### src/rtl/burst_sched.sv
// ============================================================================
// burst_sched: round-robin owner of a shared packer/accelerator pair
// Revision: 1.0
// ============================================================================
`default_nettype none

module burst_sched #(
  parameter int NREQ       = 4,
  parameter int DATA_WIDTH = 32,
  parameter int BURST      = 4,
  parameter int TIMEOUT    = 1023
) (
  input  logic                       clk,
  input  logic                       rst_n,
  input  logic [NREQ-1:0]            req,
  input  logic [NREQ*DATA_WIDTH-1:0] req_data,
  output logic [NREQ-1:0]            req_ack,
  output logic [NREQ-1:0]            grant,
  output logic [NREQ-1:0]            done,
  output logic                       pk_start,
  output logic                       pk_write,
  output logic [DATA_WIDTH-1:0]      pk_din,
  input  logic                       acc_tlast,
  output logic                       busy,
  output logic                       err,
  input  logic                       err_clr
);

  localparam int PW = $clog2(NREQ);
  localparam int WW = $clog2(BURST + 1);
  localparam int TW = $clog2(TIMEOUT + 1);
  localparam logic [PW-1:0] PTR_RST = PW'(NREQ - 1);

  typedef enum logic [1:0] {
    IDLE      = 2'd0,
    START     = 2'd1,
    LOAD      = 2'd2,
    WAIT_DONE = 2'd3
  } state_t;

  state_t          state_q, state_d;
  logic [NREQ-1:0] grant_q, grant_d;
  logic [PW-1:0]   ptr_q, ptr_d;
  logic [WW-1:0]   wcnt_q, wcnt_d;
  logic [TW-1:0]   tmr_q, tmr_d;
  logic [NREQ-1:0] done_q, done_d;
  logic            err_q, err_d;

  logic [NREQ-1:0]       pick;
  logic                  found;
  logic [PW-1:0]         idx;
  logic [PW-1:0]         gidx;
  logic [DATA_WIDTH-1:0] g_data;
  logic                  req_g;

  // Scan starts one past the last owner so every requester gets a turn.
  always_comb begin
    pick  = '0;
    found = 1'b0;
    idx   = '0;
    for (int k = 1; k <= NREQ; k++) begin
      idx = PW'((int'(ptr_q) + k) % NREQ);
      if (!found && req[idx]) begin
        pick[idx] = 1'b1;
        found     = 1'b1;
      end
    end
  end

  always_comb begin
    gidx   = '0;
    g_data = '0;
    for (int i = 0; i < NREQ; i++) begin
      if (grant_q[i]) begin
        gidx   = PW'(i);
        g_data = req_data[i*DATA_WIDTH +: DATA_WIDTH];
      end
    end
  end

  assign req_g = |(req & grant_q);

  always_comb begin
    state_d  = state_q;
    grant_d  = grant_q;
    ptr_d    = ptr_q;
    wcnt_d   = wcnt_q;
    tmr_d    = tmr_q;
    done_d   = '0;
    err_d    = err_clr ? 1'b0 : err_q;
    pk_write = 1'b0;
    req_ack  = '0;
    pk_din   = '0;
    case (state_q)
      IDLE: begin
        if (|req) begin
          grant_d = pick;
          state_d = START;
        end
      end
      START: begin
        wcnt_d  = '0;
        state_d = LOAD;
      end
      LOAD: begin
        if (req_g) begin
          pk_write = 1'b1;
          pk_din   = g_data;
          req_ack  = req & grant_q;
          wcnt_d   = wcnt_q + WW'(1);
          if (wcnt_q == WW'(BURST - 1)) begin
            state_d = WAIT_DONE;
            tmr_d   = '0;
          end
        end
      end
      WAIT_DONE: begin
        // Completion beats expiry when both land on the same cycle.
        if (acc_tlast) begin
          done_d  = grant_q;
          ptr_d   = gidx;
          grant_d = '0;
          state_d = IDLE;
        end else if (tmr_q == TW'(TIMEOUT - 1)) begin
          err_d   = 1'b1;
          ptr_d   = gidx;
          grant_d = '0;
          state_d = IDLE;
        end else begin
          tmr_d = tmr_q + TW'(1);
        end
      end
      default: state_d = IDLE;
    endcase
  end

  always_ff @(posedge clk or negedge rst_n) begin
    if (!rst_n) begin
      state_q <= IDLE;
      grant_q <= '0;
      ptr_q   <= PTR_RST;
      wcnt_q  <= '0;
      tmr_q   <= '0;
      done_q  <= '0;
      err_q   <= 1'b0;
    end else begin
      state_q <= state_d;
      grant_q <= grant_d;
      ptr_q   <= ptr_d;
      wcnt_q  <= wcnt_d;
      tmr_q   <= tmr_d;
      done_q  <= done_d;
      err_q   <= err_d;
    end
  end

  assign grant    = grant_q;
  assign done     = done_q;
  assign err      = err_q;
  assign busy     = (state_q != IDLE);
  assign pk_start = (state_q == START);

endmodule

`default_nettype wire
### config.mk
export PLATFORM = sky130hd
export DESIGN_NAME = burst_sched
export DESIGN_NICKNAME = d
export VERILOG_FILES = /design/src/rtl/burst_sched.sv
export SDC_FILE = /design/constraint.sdc
export NUM_CORES = 1
export LEC_CHECK = 0
export ABC_AREA = 1
export BUFFER_PORTS_ARGS = -buffer_cell sky130_fd_sc_hd__buf_2
export CAP_MARGIN = 20
export CORE_MARGIN = 4
export CORE_UTILIZATION = 44
export DETAILED_ROUTE_END_ITERATION = 10
export MAX_ROUTING_LAYER = met4
export PLACE_DENSITY = 0.83
export SETUP_SLACK_MARGIN = 0.3
export SLEW_MARGIN = 20
export SYNTH_ARGS = -nofsm -noshare
export SYNTH_HDL_FRONTEND = slang
export SYNTH_SLANG_ARGS = --single-unit
export TNS_END_PERCENT = 20
### constraint.sdc
create_clock -name clk -period 2.35 [get_ports clk]
set_input_delay 0.5875 -clock clk [delete_from_list [all_inputs] [get_ports clk]]
set_output_delay 0.5875 -clock clk [all_outputs]
set_load 0.1 [all_outputs]
==> flow_summary.ini, run 1 <==
[place]
place_ws_ns = -0.0558
hpwlAfterDp_um = 10100
port_buffers = 183
gp_congestion = 0.932

[floorplanning]
row_count = 29
initial_utilization_pct = 45.1
boundaryPins = 184
die_w_um = 88.7
die_h_um = 88.7

[cts]
clkSinkCount = 26
cts-root-buf = clkbuf_8
postCtsHoldBufs = 0
numCtsBuffers = 3
cts_buffer_depth = 2
htreeDepth = 1

[synthesis]
syn_avg_cell_area_um2 = 7.46
synth-edff-count = 0
synth_cells = 384
synth.net_count = 537
syn-cell-area_um2 = 2870
synthDistinctLibCells = 37
ys_seq_area_share_pct = 22.8
dominantRegCellSynth = dfrtp_1
ys_async_sr_fraction_pct = 100
ys_seq_elements = 26
yosys_warnings = 0

[status]
stop_stage = global routing (5_1_grt)
stop_error = [ERROR GRT-0232] Routing congestion too high. Check the congestion heatmap in the GUI.
status = stopped before the end

[global_routing]
gr-total-overflow = 44
grt_max_degree = 27
grt_usage_pct = 71.8

[timing]
worstEndpointGrtRepair = pk_din[21]
endpoint_type = top-level output
per-layer routing:
metal,global-route usage [%],overflow
met1,69.0,0
met4,75.7,18
met2,88.1,25
met5,-,-
met3,51.5,1
metrics by stage:
| step | hold slack (ns) | util (%) | instance area [um^2] | TNS, ns | instances |
|---|---|---|---|---|---|
| 4_1_cts | 0.325 | 91.8 | 5830 | -0.554 | 678 |
| 3_5_place_dp | 0.497 | 76.9 | 4880 | -0.564 | 643 |
| 3_3_place_gp | 0.463 | 76.9 | 4880 | 0 | 643 |
| 2_1_floorplan | 0.292 | - | 3260 | -10.18 | 384 |
repair_timing:
item                       in CTS
setup endpoints to repair      40
resized for setup             107
setup buffers                  26
pin swaps                      20
gates cloned                    5
synthesized netlist by cell type, types with 8 or more instances:
| cell type | number | area (um^2) |
|---|---|---|
| nand2_1 | 90 | 338 |
| nand3_1 | 33 | 165 |
| inv_1 | 26 | 97.6 |
| a22oi_1 | 24 | 180 |
| dfrtp_1 | 24 | 601 |
| nor2_1 | 22 | 82.6 |
| a21oi_2 | 17 | 149 |
| ha_1 | 17 | 213 |
| o221ai_2 | 17 | 255 |
| o22ai_1 | 11 | 68.8 |
| a21oi_1 | 10 | 50.1 |
| buf_2 | 10 | 50.1 |
| o21ai_1 | 10 | 50.1 |
| a311oi_1 | 8 | 70.1 |
| clkbuf_1 | 8 | 30.0 |
| inv_2 | 8 | 30.0 |
cell families after synthesis:
logic type	Yosys count	share of synthesized area (%)
fa+ha+maj	17	7.42
flops	26	22.8
buf+inv	61	9.17
simple gates	163	26.7
xor+xnor	4	1.22
compound gates	113	32.7
==> inputs of run 2 (changes only) <==
CORE_UTILIZATION = 35   (was 44)
MAX_ROUTING_LAYER = default   (was met4)
PLACE_DENSITY = default   (was 0.83)
PLACE_DENSITY_LB_ADDON = 0.15   (was default)
SETUP_SLACK_MARGIN = default   (was 0.3)
==> run 2 against run 1 <==
Against the previous run: the flow now finishes, with violations (setup timing); synthesized cell count unchanged; synthesized area did not move.
==> flow_summary.ini, run 2 <==
[status]
status = complete, but fails checks
violations = setup timing

[timing]
hold_violations = 0
setup_viol = 3
rsz0062_at_grt = yes
setup_ws_ns = -0.0378
slew_headroom_pct = 60.1
fmax_mhz = 419
slew_viol_final = 0
layout_min_cycle_time_ns = 2.39
setup_tns_ns = -0.0407
finalCritPeriodShare_pct = 102
worst_slew_pin_slew_ns = 0.598
skew_ns = 0.00377

[floorplanning]
initial_utilization_pct = 36.5
row_count = 32
die_h_um = 98.5
die_w_um = 98.5
die-area_um2 = 9700
boundaryPins = 184
core_um2 = 7850

[cts]
clkSinkCount = 26
cts.clk_slew.worst_paths_ns = 0.09
cts_tree = yes
cts_buffer_depth = 2
htreeDepth = 1
insertion_delay_ns = 0.28
numCtsBuffers = 3
cts-root-buf = clkbuf_8
postCtsHoldBufs = 0

[place]
post_dp_cell_area_um2 = 4870
port_buffers = 183
hpwlAfterDp_um = 9270
placed_cells = 668
gp_congestion = 0.927

[synthesis]
synth_top_area_share_pct = 21.0
synthDistinctLibCells = 37
ys_async_sr_fraction_pct = 100
synth_cells = 384
yosys-top-cells-count = nand2_1, nand3_1, inv_1, a22oi_1, dfrtp_1
synthMostInstantiatedCell = nand2_1
synth-edff-count = 0
syn-cell-area_um2 = 2870
ys_top_cells_by_area = dfrtp_1, nand2_1, o221ai_2
dominantRegCellSynth = dfrtp_1
ys_seq_area_share_pct = 22.8
syn_avg_cell_area_um2 = 7.46
yosysTopAreaCell = dfrtp_1
ys_seq_elements = 26
yosys_warnings = 0
synth.net_count = 537

[min_path]
hold_class = in -> async

[cells_and_area]
largest_reg_flops = 10
antenna_cells = 0
mostFrequentLayoutCells = buf_2, nand2_1, buf_12
syn_to_final_growth_pct = 84.2
fin_cells = 687
top_register = tmr_q
drive_gt1_share_pct = 54.9
final_common_cell = buf_2
fin_util_pct = 67.3
final_nets = 739
design_area_um2 = 5280

[critical_path]
worst_r2r_endpoint = tmr_q[0]$_DFFE_PN0P_
rrSetupSlack_ns = 0.43
cp-end-kind = primary output
crit_arrival_ns = 1.80
path_max_fanout = 8
endpoint = pk_din[0]
r2r-start = state_q[0]$_DFFE_PN0P_
critPathLaunchType = flip-flop
critical_path.startpoint = grant[3]$_DFFE_PN0P_
cp.required_ns = 1.76
worstSetupPathType = reg -> out
worstRegToRegCells = 10

[routing]
drc = 0
drt-wirelength-per-cell_um = 17.7
via_count = 3670
ant_nets = 0
dr.pass1.iters = 5
viasPerCell = 5.34
totalWireLength_um = 12200
dr.first_iter.drc_count = 140

[power]
powerDensity_nw_per_um2 = 174
p_leak_nw = 2.21
peakVddDrop_mv = 0.228

[global_routing]
grt_max_degree = 34
grt_pass1_vias = 3668
antenna_found_initial = 0
grt_usage_pct = 23.5
grt_pass1_wl_um = 18800
gr-total-overflow = 0

[flow_run]
maxCapViolCount = 0
[run 2: cell families after synthesis]
kind of cell,Yosys count,synth area share [%]
AO/OA/AOI/OAI,113,32.7
buffers and inverters,61,9.17
AND/OR/NAND/NOR,163,26.7
XOR/XNOR,4,1.22
adder cells (fa/ha/maj),17,7.42
flip-flops,26,22.8
[run 2: per-layer routing]
layer | track usage (%) | wire [um] | vias up
met1 | 29.0 | 4620 | 1741
li1 | - | - | 1771
met4 | 5.36 | 255 | 0
met3 | 3.82 | 698 | 22
met2 | 42.8 | 6590 | 136
met5 | 0 | 0 | -
[run 2: how the worst min path moves through the flow]
stage | endpoint | slack, ns | cells past startpoint
after floorplan | done[0]$_DFF_PN0_ | 0.29 | 0
after global placement | wcnt_q[0]$_DFFE_PN0P_ | 0.46 | 1
after global routing | state_q[0]$_DFFE_PN0P_ | 0.35 | 1
after CTS | tmr_q[0]$_DFFE_PN0P_ | 0.33 | 1
after detailed placement | wcnt_q[0]$_DFFE_PN0P_ | 0.48 | 1
final | state_q[0]$_DFFE_PN0P_ | 0.30 | 1
[run 2: area by class of cell]
| type | count | area [um^2] |
|---|---|---|
| repair inverters | 1 | 7.51 |
| well taps | 102 | 128 |
| multi-input cells | 297 | 2440 |
| fillers | 647 | 2570 |
| repair buffers | 216 | 1810 |
| clock buffers | 4 | 55.1 |
| inverters | 41 | 174 |
| flip-flops and latches | 26 | 668 |
[run 2: report_power, final]
| part | switching [W] | total (W) | internal [W] |
|---|---|---|---|
| sequential | 0.0000000000000000000246 | 0.000447 | 0.000447 |
| combinational | 0.0000801 | 0.000172 | 0.0000920 |
| clock | 0.000151 | 0.000301 | 0.000150 |
[run 2: critical path, stage by stage (launching register included)]
cell and delay, ns:
dfrtp_4 0.47, nand2_2 0.09, nand4_4 0.13, nand2_4 0.09
buf_12 0.16, a311oi_4 0.36, buf_12 0.22
[run 2: per-stage QoR]
stage               hold slack [ns]  total power, W  setup slack (ns)
finish                        0.303        0.000921           -0.0378
global route                  0.349        0.000958           -0.0730
CTS                           0.329        0.000919           -0.0261
detailed placement            0.477        0.000620            -0.146
global placement              0.463        0.000615           -0.0500
floorplan                     0.292        0.000481            -0.378
[run 2: repair_timing]
action,4_1_cts,5_1_grt
buffers inserted,8,3
endpoints found under the setup margin,34,33
cloned,3,1
pin swaps,21,8
gates resized for setup,25,16
Note: power is estimated with default switching activity, not from simulation.
==> inputs of run 3 (changes only) <==
CORE_UTILIZATION = 44   (was 35)
CTS_CLUSTER_DIAMETER = 30   (was default)
==> run 3 against run 2 <==
Against the previous run: the flow still finishes with violations (setup timing); non-clock buffer count up 11; sequential cell count unchanged; worst hold slack worse by 0.0025 ns; clock power down 2%; cell area up 2.3%; register-to-register slack worse by 0.04 ns; global-route usage up 3.6 points; routed wire length up 2.7%; sequential share of layout area down 0.28 points; die area down 19%; critical path type unchanged; largest cell class unchanged; highest routed layer unchanged.
==> flow_summary.ini, run 3 (synthesis results as in run 2) <==
[status]
status = complete, but fails checks
violations = setup timing

[timing]
skew_ns = 0.0129
setup_ws_ns = -0.0246
rsz0062_at_grt = yes
slew_headroom_pct = 60.2
hold_ws_ns = 0.300
finalCritPeriodShare_pct = 101
hold_violations = 0
slew_viol_final = 0
layout_min_cycle_time_ns = 2.37
worst_slew_pin_slew_ns = 0.597
fmax_mhz = 421
setup_viol = 11

[power]
p_leak_nw = 2.25
powerDensity_nw_per_um2 = 171
clkPwrFrac_pct = 32.1
peakVddDrop_mv = 0.328
power_frac_comb_pct = 19.4
p_switching_w = 0.000233
power_w = 0.000923
p_int_w = 0.000690
share_seq_of_total_power_pct = 48.5
p_sw_share_pct = 25.2

[place]
gp_congestion = 0.854
hpwlAfterDp_um = 9370
port_buffers = 183
place_ws_ns = -0.00681

[floorplanning]
boundaryPins = 184
die_w_um = 88.7
die-area_um2 = 7870
die_h_um = 88.7
row_count = 29
initial_utilization_pct = 45.1
core_um2 = 6350

[critical_path]
cp-end-kind = primary output
path_max_fanout = 6
cp.required_ns = 1.76
crit_arrival_ns = 1.79
critPathLaunchType = flip-flop
worstSetupPathType = reg -> out

[cts]
cts.clk_slew.worst_paths_ns = 0.10
cts_buffer_depth = 2
cts_tree = yes
postCtsHoldBufs = 0
insertion_delay_ns = 0.28
htreeDepth = 1
cts-root-buf = clkbuf_8
numCtsBuffers = 3
clkSinkCount = 26

[global_routing]
grt_use_met3_pct = 5.21
grt-busiest-layer = met2
grt_pass1_vias = 3499
grt_use_met1_pct = 32.7
use_met2_pct = 48.7
gr-total-overflow = 0
grt_pass1_wl_um = 17000
antenna_found_initial = 1
grt_max_degree = 27
grt_usage_pct = 27.1

[cells_and_area]
syn_to_final_growth_pct = 88.4
final_common_cell = buf_2
final_nets = 750
fillCellCount = 362
mostFrequentLayoutCells = buf_2, nand2_1, buf_12
largest_reg_flops = 10
drive_gt1_share_pct = 56.2
top_register = tmr_q

[flow_run]
maxCapViolCount = 0

[routing]
totalWireLength_um = 12500
ant_nets = 0
viasPerCell = 5.69
dr.first_iter.drc_count = 151
drt-wirelength-per-cell_um = 18.5
drc = 0
dr.pass1.iters = 5
via_count = 3841

[min_path]
hold_class = in -> async
-- run 3: changes by cell type in the layout (fill, tap and decap cells not counted), sizes merged --
cell | previous run | this run
clkinv | 5 | 6
buf | 212 | 223
diode | 0 | 2
bufbuf | 2 | 0
clkbuf | 6 | 8
inv | 36 | 35
-- run 3: area by class of cell --
cell class                      count  area (um^2)  area share (%)
Antenna cell                        2         5.00          0.0927
Clock buffer                        4         55.1            1.02
Sequential cell                    26          668            12.4
Timing Repair inverter              1         7.51           0.139
Timing Repair Buffer              227         1910            35.4
Tap cell                           77         96.3            1.78
Multi-Input combinational cell    297         2480            45.9
Inverter                           41          179            3.31
-- run 3: timing repair --
item,CTS,global route
pin swaps,6,21
buffers inserted,6,7
setup endpoints to repair,33,32
gates cloned,1,4
resized for setup,20,34
-- run 3: path summary, 6_finish.rpt --
kind                                        start  slack (ns)  cells past startpoint                    end
max in group asynchronous                   rst_n        1.61                      1   grant[2]$_DFFE_PN0P_
min                                         rst_n        0.30                      1   tmr_q[4]$_DFFE_PN0P_
min reg2reg                 wcnt_q[0]$_DFFE_PN0P_        0.49                      1  wcnt_q[0]$_DFFE_PN0P_
max reg2reg                state_q[0]$_DFFE_PN0P_        0.39                     10   tmr_q[0]$_DFFE_PN0P_
max                          grant[2]$_DFFE_PN0P_       -0.02                      6              pk_din[2]
min in group clk            wcnt_q[0]$_DFFE_PN0P_        0.49                      1  wcnt_q[0]$_DFFE_PN0P_
-- run 3: stage by stage --
| stage | utilization (%) | cell area (um^2) | TNS (ns) | instances |
|---|---|---|---|---|
| finish | 85.0 | 5400 | -0.133 | 675 |
| global route | 85.0 | 5400 | -1.03 | 674 |
| CTS | 80.1 | 5080 | -0.00865 | 663 |
| detailed placement | 77.0 | 4890 | -0.0165 | 652 |
| global placement | 77.0 | 4890 | 0 | 652 |
| floorplan | - | 3260 | -10.18 | 384 |
-- run 3: power by group through the flow --
stage,Sequential (W),Combinational [W],Clock [W]
after global routing,0.000447,0.000194,0.000322
after floorplan,0.000456,0.0000247,0
after detailed placement,0.000456,0.000167,0
after CTS,0.000447,0.000170,0.000300
after global placement,0.000456,0.000161,0
final,0.000447,0.000179,0.000296
-- run 3: metal layers --
metal	up-vias	share of wire, %
li1	1802	-
met3	35	7.0
met5	-	0
met1	1828	37
met2	176	53
met4	0	3.1
-- run 3: worst max-delay path, stage by stage, from the launching register on --
cell and delay, ns:
dfrtp_4 0.53, buf_6 0.15, nor2_4 0.26, clkbuf_16 0.23
buf_6 0.10, a21oi_4 0.05, buf_12 0.17
